==> src/rtl/imem_loader_pkg.sv <==
// Shared definitions for the instruction-memory loader: default geometry,
// FSM state encoding and byte-lane packing helper.
package imem_loader_pkg;

  localparam int unsigned DEFAULT_ADDR_W = 10;

  typedef enum logic [1:0] {
    ST_IDLE    = 2'd0,
    ST_COLLECT = 2'd1,
    ST_WRITE   = 2'd2,
    ST_RELEASE = 2'd3
  } state_t;

  // Little-endian placement: lane 0 -> [7:0], lane 3 -> [31:24].
  function automatic logic [31:0] merge_byte(input logic [31:0] word,
                                             input logic [1:0]  lane,
                                             input logic [7:0]  b);
    logic [31:0] r;
    r = word;
    r[{lane, 3'b000} +: 8] = b;
    return r;
  endfunction

endpackage

==> src/rtl/imem_loader_assembler.sv <==
// 8->32 packing register with 2-bit byte counter, clear input and a
// word_full flag that marks the beat completing the current word.
module word_assembler
  import imem_loader_pkg::*;
(
  input  logic        clk,
  input  logic        rst,
  input  logic        clear,
  input  logic        byte_en,
  input  logic [7:0]  byte_in,
  output logic [31:0] word_next,
  output logic        word_full
);

  logic [1:0]  cnt_q;
  logic [31:0] word_q;

  // word_next already includes the byte of the current beat, so the full
  // word is available in the same cycle as the 4th transfer.
  always_comb begin
    word_next = merge_byte(word_q, cnt_q, byte_in);
    word_full = byte_en && (cnt_q == 2'd3);
  end

  always_ff @(posedge clk) begin
    if (rst) begin
      cnt_q  <= '0;
      word_q <= '0;
    end else if (clear) begin
      cnt_q <= '0;
    end else if (byte_en) begin
      word_q <= word_next;
      cnt_q  <= cnt_q + 2'd1;
    end
  end

endmodule

==> src/rtl/imem_loader.sv <==
// Writer side of the instruction memory: packs a byte stream into words,
// writes them to consecutive addresses and holds the CPU for the whole load.
module imem_loader
  import imem_loader_pkg::*;
#(
  parameter int unsigned ADDR_W = DEFAULT_ADDR_W
) (
  input  logic              Clk,
  input  logic              Reset,
  input  logic              Load_Start,
  input  logic [ADDR_W:0]   Load_Len,
  input  logic [7:0]        Byte_In,
  input  logic              Byte_Valid,
  output logic              Byte_Ready,
  output logic              Mem_WrEn,
  output logic [ADDR_W-1:0] Mem_Addr,
  output logic [31:0]       Mem_WrData,
  output logic              Cpu_Hold,
  output logic              Busy,
  output logic              Done,
  output logic              Err
);

  localparam logic [ADDR_W:0] MAX_LEN = {1'b1, {ADDR_W{1'b0}}};

  state_t            state_q, state_d;
  logic [ADDR_W:0]   len_q;
  logic [ADDR_W-1:0] idx_q;
  logic [ADDR_W-1:0] addr_q;
  logic [31:0]       data_q;
  logic              err_q;
  logic              len_ok, last_word, beat, asm_clear, word_full;
  logic [31:0]       word_next;

  assign len_ok     = (Load_Len != '0) && (Load_Len <= MAX_LEN);
  assign last_word  = ({1'b0, idx_q} == (len_q - 1'b1));
  assign beat       = Byte_Valid && Byte_Ready;
  assign Mem_Addr   = addr_q;
  assign Mem_WrData = data_q;
  assign Err        = err_q;

  word_assembler u_asm (
    .clk       (Clk),
    .rst       (Reset),
    .clear     (asm_clear),
    .byte_en   (beat),
    .byte_in   (Byte_In),
    .word_next (word_next),
    .word_full (word_full)
  );

  always_comb begin
    state_d    = state_q;
    Byte_Ready = 1'b0;
    Cpu_Hold   = 1'b0;
    Busy       = 1'b0;
    Mem_WrEn   = 1'b0;
    Done       = 1'b0;
    asm_clear  = 1'b0;
    case (state_q)
      ST_IDLE: begin
        if (Load_Start && len_ok) state_d = ST_COLLECT;
      end
      ST_COLLECT: begin
        Byte_Ready = 1'b1;
        Cpu_Hold   = 1'b1;
        Busy       = 1'b1;
        if (word_full) state_d = ST_WRITE;
      end
      ST_WRITE: begin
        Cpu_Hold  = 1'b1;
        Busy      = 1'b1;
        Mem_WrEn  = 1'b1;
        asm_clear = 1'b1;
        state_d   = last_word ? ST_RELEASE : ST_COLLECT;
      end
      ST_RELEASE: begin
        Cpu_Hold = 1'b1;
        Busy     = 1'b1;
        Done     = 1'b1;
        state_d  = ST_IDLE;
      end
      default: state_d = ST_IDLE;
    endcase
  end

  // Address/data are captured on the completing beat so they hold their
  // values after WRITE even though the index advances.
  always_ff @(posedge Clk) begin
    if (Reset) begin
      state_q <= ST_IDLE;
      len_q   <= '0;
      idx_q   <= '0;
      addr_q  <= '0;
      data_q  <= '0;
      err_q   <= 1'b0;
    end else begin
      state_q <= state_d;
      if (state_q == ST_IDLE && Load_Start) begin
        if (len_ok) begin
          len_q <= Load_Len;
          idx_q <= '0;
          err_q <= 1'b0;
        end else begin
          err_q <= 1'b1;
        end
      end
      if (state_q == ST_COLLECT && word_full) begin
        addr_q <= idx_q;
        data_q <= word_next;
      end
      if (state_q == ST_WRITE && !last_word) idx_q <= idx_q + 1'b1;
    end
  end

endmodule

==> config.mk <==
export PLATFORM = sky130hd
export DESIGN_NAME = imem_loader
export DESIGN_NICKNAME = d
export VERILOG_FILES = /design/src/rtl/imem_loader_pkg.sv /design/src/rtl/imem_loader_assembler.sv /design/src/rtl/imem_loader.sv
export SDC_FILE = /design/constraint.sdc
export NUM_CORES = 1
export LEC_CHECK = 0
export ABC_CLOCK_PERIOD_IN_PS = 3240
export CAP_MARGIN = 20
export CORE_ASPECT_RATIO = 0.8
export CORE_MARGIN = 2
export CORE_UTILIZATION = 53
export CTS_CLUSTER_SIZE = 8
export DETAILED_ROUTE_END_ITERATION = 7
export PLACE_DENSITY = 0.8
export SLEW_MARGIN = 20
export SYNTH_ARGS = -nofsm -noshare
export SYNTH_HDL_FRONTEND = slang
export SYNTH_SLANG_ARGS = --single-unit
==> constraint.sdc <==
create_clock -name Clk -period 3.24 [get_ports Clk]
set_input_delay 0.324 -clock Clk [delete_from_list [all_inputs] [get_ports Clk]]
set_output_delay 0.324 -clock Clk [all_outputs]
set_load 0.05 [all_outputs]
==> results of run 1 <==
==> worst min path at each step <==
stage | start | endpoint | slack [ns] | cells after the start
2_1_floorplan | Byte_In[7] | Mem_WrData[31]$_SDFFE_PP0P_ | 0.46 | 2
3_3_place_gp | Mem_Addr[4]$_SDFFE_PP0P_ | Mem_Addr[4]$_SDFFE_PP0P_ | 0.44 | 2
3_5_place_dp | Mem_Addr[6]$_SDFFE_PP0P_ | Mem_Addr[6]$_SDFFE_PP0P_ | 0.45 | 2
4_1_cts | Reset | len_q[7]$_SDFFE_PP0P_ | 0.37 | 2
5_1_grt | Reset | len_q[5]$_SDFFE_PP0P_ | 0.37 | 2
6_report | Reset | len_q[7]$_SDFFE_PP0P_ | 0.36 | 2
==> routing by layer <==
metal | vias to the layer above | track usage (%) | wire length (um)
met5 | - | 0 | 0
met4 | 0 | 5.528 | 73
met3 | 8 | 4.294 | 657
met2 | 104 | 36.48 | 4386
met1 | 1697 | 32.04 | 4690
li1 | 1832 | - | -
==> metrics by stage <==
stage	instances	worst slack, ns	hold slack (ns)	power, mW
floorplan	490	0.6667	0.4584	1.370
global placement	639	0.4881	0.4411	1.444
detailed placement	639	0.3420	0.4465	1.453
CTS	654	0.4592	0.3690	2.271
global route	654	0.2753	0.3707	2.354
finish	654	0.4509	0.3635	2.263
==> cell type report <==
class	instances	area [um^2]	share of cell area, %
timing repair buffer	78	755.7	14.72
multi-input combinational	351	2147	41.83
inverter	10	37.54	0.7314
sequential	92	1842	35.89
tap	108	135.1	2.633
clock inverter	4	73.82	1.438
clock buffer	11	141.4	2.755
==> logic make-up (layout without fill, tap and decap cells) <==
family | after synthesis | in the layout
xor+xnor | 15 | 15
compound gates | 128 | 128
buf+inv | 47 | 103
simple gates | 190 | 190
flops | 92 | 92
mux | 11 | 11
fa+ha+maj | 7 | 7
==> synthesized netlist by cell type, types with 2 or more instances <==
| cell type | number |
|---|---|
| a211o_1 | 2 |
| a211oi_1 | 48 |
| a21oi_1 | 52 |
| a221o_2 | 4 |
| a22o_2 | 2 |
| a31oi_1 | 2 |
| and2_1 | 2 |
| and3_1 | 6 |
| and3_2 | 4 |
| buf_1 | 4 |
| buf_2 | 2 |
| buf_4 | 2 |
| buf_6 | 2 |
| clkbuf_1 | 23 |
| dfxtp_1 | 92 |
| ha_1 | 7 |
| inv_1 | 10 |
| mux2i_1 | 10 |
| nand2_1 | 45 |
| nand3_1 | 5 |
| nor2_1 | 70 |
| nor2b_1 | 27 |
| nor3_1 | 6 |
| nor3b_1 | 2 |
| nor4_1 | 4 |
| nor4b_1 | 2 |
| o211ai_1 | 4 |
| o21ai_0 | 3 |
| o41ai_1 | 2 |
| or2_2 | 3 |
| or2b_2 | 2 |
| or4_1 | 3 |
| xnor2_1 | 10 |
| xor2_1 | 5 |
==> sequential cells by signal (all words and copies together), names as in the netlist <==
signal and cells:
Err 1, state_q 2, Mem_Addr 10, len_q 11
u_asm.cnt_q 2, u_asm.word_q 24, idx_q 10, Mem_WrData 32
==> power by group <==
| group | leakage (nW) | internal, mW | total (mW) | switching (mW) |
|---|---|---|---|---|
| registers | 0.745 | 1.15 | 1.18 | 0.0212 |
| logic | 0.943 | 0.106 | 0.254 | 0.148 |
| clock network | 0.109 | 0.452 | 0.833 | 0.380 |
| total | 1.80 | 1.71 | 2.26 | 0.550 |
==> results by group, run 1 <==
Worst setup path
  • FF-to-FF Start: len_q[0]$_SDFFE_PP0P_
  • R2r setup slk: 0.45 ns
  • Max FO, Critical Path: 9
  • WS Path Type: reg2reg
  • Crit path largest cell delay: 0.41 ns
  • Critical path data arrival time: 3.07 ns
  • FF-to-FF End: idx_q[0]$_SDFFE_PP0P_
  • Crit path max-delay cell type: a211oi_2
  • Setup crit end kind: flip-flop
  • R2R cell count: 9
  • Critical path origin: len_q[0]$_SDFFE_PP0P_
  • CP cell instances: inv_1 > ha_1 > or2b_2 > nor4b_1 > a31oi_1 > a211oi_2 > a21oi_1 > nor3_4 > mux2_2
  • Startpoint Class: flip-flop
  • Delay-heaviest family, CP: simple AND/OR/NAND/NOR gates
  • Buf/Inv on CP: 1
  • CP Data Required Time: roughly 3.5 ns
  • Critical path depth: 9
  • Worst setup path end: idx_q[0]$_SDFFE_PP0P_

Place
  • IO buf count: 70
  • Post-DP HPWL: between 6 and 7 mm
  • Post-Place Cell Area: 4917 um^2
  • GP Congestion: about 0.8

STA
  • Slew headroom: 37.84%
  • Clk_skew: 0.009966 ns
  • Setup violations, final: 0
  • Worst-Margin Slew: 0.9253 ns
  • Clock period minus worst slack: around 2.8 ns
  • Final worst path period share: 86.08%
  • Final Hold Fails: 0
  • RSZ-0062 raised after global routing: no
  • FMAX: between 300 and 400 MHz
  • TNS Setup: 0 ns
  • Max Transition Viols Final: 0

Synthesis
  • XOR/XNOR share of the synthesized area: 3.118%
  • Avg Cell Area, Syn: ~8.6 um^2
  • Seq cells post-synth: 92
  • Distinct cells, synth: 57
  • Area contributors post-synth: dfxtp_1 (44%), a211oi_1 (8.6%), nor2_1 (6.2%)
  • Register area share after synthesis: a little over two fifths
  • EDFF count, synth: 0
  • Synthesis warning total: 0
  • Largest area contributor in the netlist: dfxtp_1
  • Ys async rst share: 0%
  • Post-synth top area share: a little over two fifths
  • Ys flop type: dfxtp_1
  • Largest family of logic cells by synthesized area: simple AND/OR/NAND/NOR gates
  • Net Count, Synth: 520
  • Adder-cell share of the synthesized area: under 10%
  • Compound-Gate Fraction of Synth Area: about a fifth
  • Synth Instances: 490
  • Post-Synth Simple-Gate Area: around 22%
  • Mux contribution to synthesized area: 2.643%
  • Mapped Area: 4214 um^2

Floorplanning
  • Starting density of the core: between 50% and 60%
  • Core Region: 7838 um^2
  • Ports: 71
  • Die Height: 83.76 um
  • Rows: 29
  • Die extent in x: 103.7 um
  • Die area: approximately 8700 um^2

Finish
  • Fin nets: 572
  • Commonest non-fill, non-tap cell in the layout: dfxtp_1
  • Cell area after layout: 5132 um^2
  • Post-layout util: 65.49%
  • Most frequent cells in the layout: dfxtp_1 (92), nor2_1 (70), clkdlybuf4s50_1 (69), a21oi_1 (52), a211oi_1 (48)
  • Share of layout cells above drive strength 1: 8.608%
  • Number of diodes: 0
  • Synth-to-layout area growth: 21.79%
  • Filler instances: 693

Run status
  • Status: finished clean

Drt
  • WL final: roughly 9.8 mm
  • Drt first-iter violations: 240
  • Avg WL per Cell: 15.00 um
  • Via count: around 3,600
  • TritonRoute pass-1 iters: 4
  • DRC viols: 0
  • Via density per instance: 5.567
  • ANT nets after route: 0

Power
  • P_leak: 1.797 nW
  • Power Dens Cells: 440.9 nW/um^2
  • VDD IR-drop max: 0.0003174 V

Clock network
  • H-tree Lvls: 3
  • Clock sink count: 92
  • CTS tree: yes
  • CTS Buf Count: 9
  • Setup Buffers After CTS: 0
  • Clock tree root buffer cell: clkbuf_8
  • Clock buffer depth: 2
  • Worst-path clk slew: 0.09 ns
  • PostCTS Resize Cnt: 0
  • # hold bufs at CTS: 0
  • Clk_lat worst skew: 0.35 ns

Worst hold path
  • Min-delay worst type: in2reg

Flow run
  • Max-capacitance violation count: 0

Global route
  • Largest net degree at the start of global routing: 69
  • GRT Overall Usage: 22.79%
  • Initial antenna violation count: 0
  • First-pass GRT wire length: 16.30 mm
  • Vias in the first global route: 3,404
  • Gr ovfl total: 0
Power figures use the tool's default switching activity.
==> run 2: changes to the inputs <==
--- a/config.mk
+++ b/config.mk
@@ -5,7 +5,7 @@
 export SDC_FILE = /design/constraint.sdc
 export NUM_CORES = 1
 export LEC_CHECK = 0
-export ABC_CLOCK_PERIOD_IN_PS = 3240
+export ABC_CLOCK_PERIOD_IN_PS = 3100
 export CAP_MARGIN = 20
 export CORE_ASPECT_RATIO = 0.8
 export CORE_MARGIN = 2
==> constraint.sdc (replaced) <==
create_clock -name Clk -period 3.1 [get_ports Clk]
set_input_delay 0.31 -clock Clk [delete_from_list [all_inputs] [get_ports Clk]]
set_output_delay 0.31 -clock Clk [all_outputs]
set_load 0.05 [all_outputs]
==> results by group, run 2 (same netlist as run 1, synthesis figures left out) <==
Finish
  • Number of diodes: 0
  • Post-layout util: about two thirds
  • Share of layout cells above drive strength 1: 9.765%
  • Max reg flops: 32
  • Fin nets: just under 600
  • Cell area after layout: 5174 um^2
  • Synth-to-layout area growth: 22.77%
  • Most frequent cells in the layout: dfxtp_1 (92), nor2_1 (70), clkdlybuf4s50_1 (69), a21oi_1 (52), a211oi_1 (48)
  • Commonest non-fill, non-tap cell in the layout: dfxtp_1

Drt
  • Avg WL per Cell: ~15 um
  • Via count: approximately 3,600
  • Via density per instance: 5.502
  • WL final: 9.892 mm
  • ANT nets after route: 0
  • DRC viols: 0
  • Drt first-iter violations: 248
  • TritonRoute pass-1 iters: 4

Global route
  • Gr ovfl total: 0
  • First-pass GRT wire length: 16.42 mm
  • Largest net degree at the start of global routing: 69
  • Initial antenna violation count: 0
  • Vias in the first global route: 3,434
  • GRT Overall Usage: 23.07%

Worst setup path
  • Max FO, Critical Path: 15
  • Crit path largest cell delay: 0.44 ns
  • CP Data Required Time: 3.34 ns
  • CP cell instances: inv_1 > ha_1 > or2b_2 > nor4b_1 > a31oi_1 > a211oi_2 > a211oi_4 > and3_2 > a221o_2
  • Setup crit end kind: flip-flop
  • Critical path data arrival time: between 3 and 4 ns
  • WS Path Type: reg2reg
  • Crit path max-delay cell type: a211oi_2
  • Startpoint Class: flip-flop

Place
  • Post-DP HPWL: 6.947 mm
  • Post-Place Cell Area: 4955 um^2
  • IO buf count: 70
  • Setup slack at placement: 0.2014 ns
  • GP Congestion: 0.8584

STA
  • Max Transition Viols Final: 0
  • Worst-Margin Slew: 0.7042 ns
  • Clk_skew: 0.009069 ns
  • Clock period minus worst slack: 2.893 ns
  • Slew headroom: 53.05%
  • Setup violations, final: 0
  • Final Hold Fails: 0
  • RSZ-0062 raised after global routing: no
  • Final worst path period share: 93.32%
  • TNS Setup: 0 ns
  • Post-route setup slack: between 0.2 and 0.25 ns
  • FMAX: 345.7 MHz

Clock network
  • H-tree Lvls: 3
  • Clk_lat worst skew: 0.35 ns
  • Clock tree root buffer cell: clkbuf_8
  • Clock buffer depth: 2
  • Worst-path clk slew: 0.09 ns
  • CTS Buf Count: 9
  • Clock sink count: 92
  • CTS tree: yes
  • # hold bufs at CTS: 0

Floorplanning
  • Core Region: ~7800 um^2
  • Rows: 29
  • Die area: 8685 um^2
  • Die Height: 83.76 um
  • Ports: 71
  • Starting density of the core: 53.77%
  • Die extent in x: 103.7 um

Power
  • P_leak: between 1.5 and 2 nW
  • Net load switching power: 0.5910 mW
  • Sequential group share of total power: 53.0%
  • Power Dens Cells: between 400 and 500 nW/um^2
  • Switching share of power: 25.52%
  • P_int: 1.725 mW
  • VDD IR-drop max: 0.0002643 V
  • Combinational cell fraction of total power: 12.0%
  • Clock power frac: 35.0%
  • Total power: 2.316 mW

Flow run
  • Max-capacitance violation count: 0

Run status
  • Status: finished clean

Worst hold path
  • Min-delay worst type: in2reg
[run 2: cell count changes in the layout (fill, tap and decap cells not counted)]
cell | previous run | this run
clkinv_4 | 1 | 0
buf_12 | 0 | 1
inv_6 | 0 | 2
bufinv_16 | 2 | 1
clkinv_2 | 1 | 2
buf_4 | 8 | 13
[run 2: cell type report]
cell class              instances  area (um^2)
multi-input cells             351         2147
well taps                     108        135.1
inverters                      10        37.54
repair buffers                 84        813.3
clock buffers                  11        141.4
fillers                       674         2664
clock inverters                 5        57.56
flip-flops and latches         92         1842
[run 2: path summary, 6_finish.rpt]
kind | to | start | cells after the start | slack (ns)
worst min-delay path | len_q[6]$_SDFFE_PP0P_ | Reset | 2 | 0.36
worst max-delay path | idx_q[6]$_SDFFE_PP0P_ | len_q[0]$_SDFFE_PP0P_ | 9 | 0.21
worst min register to register | Mem_WrData[29]$_SDFFE_PP0P_ | Mem_WrData[29]$_SDFFE_PP0P_ | 2 | 0.46
worst max register to register | idx_q[6]$_SDFFE_PP0P_ | len_q[0]$_SDFFE_PP0P_ | 9 | 0.21
[run 2: per-layer routing]
layer | vias to the layer above | track usage (%) | part of all wire (%)
met3 | 9 | 4.059 | 6.8
li1 | 1846 | - | -
met4 | 0 | 7.494 | 1.1
met1 | 1690 | 32.42 | 46
met2 | 92 | 36.24 | 46
met5 | - | 0 | 0
[run 2: per-stage QoR]
stage	instances	hold WS (ns)
floorplan	490	0.4444
detailed placement	644	0.4476
CTS	660	0.3460
global placement	644	0.4431
finish	661	0.3552
global route	661	0.3610
[run 2: critical path: cells and delay by family (launching register included)]
family | cells | cell delay (ns)
AOI/OAI and AO/OA | 4 | 1.06
adders and majority gates | 1 | 0.29
buffers and inverters | 1 | 0.09
DFF | 1 | 0.39
and+or+nand+nor | 3 | 0.95
[run 2: power by group through the flow]
stage | Clock (mW) | Sequential [mW] | Combinational (mW)
2_1_floorplan | 0 | 1.25 | 0.179
3_3_place_gp | 0 | 1.25 | 0.263
3_5_place_dp | 0 | 1.26 | 0.271
4_1_cts | 0.826 | 1.23 | 0.273
5_1_grt | 0.873 | 1.23 | 0.306
6_report | 0.811 | 1.23 | 0.278
[run 2: repair_timing]
| action | CTS | global route |
|---|---|---|
| setup endpoints to repair | 0 | 3 |
| setup buffers | 0 | 1 |
| gates resized for setup | 0 | 0 |
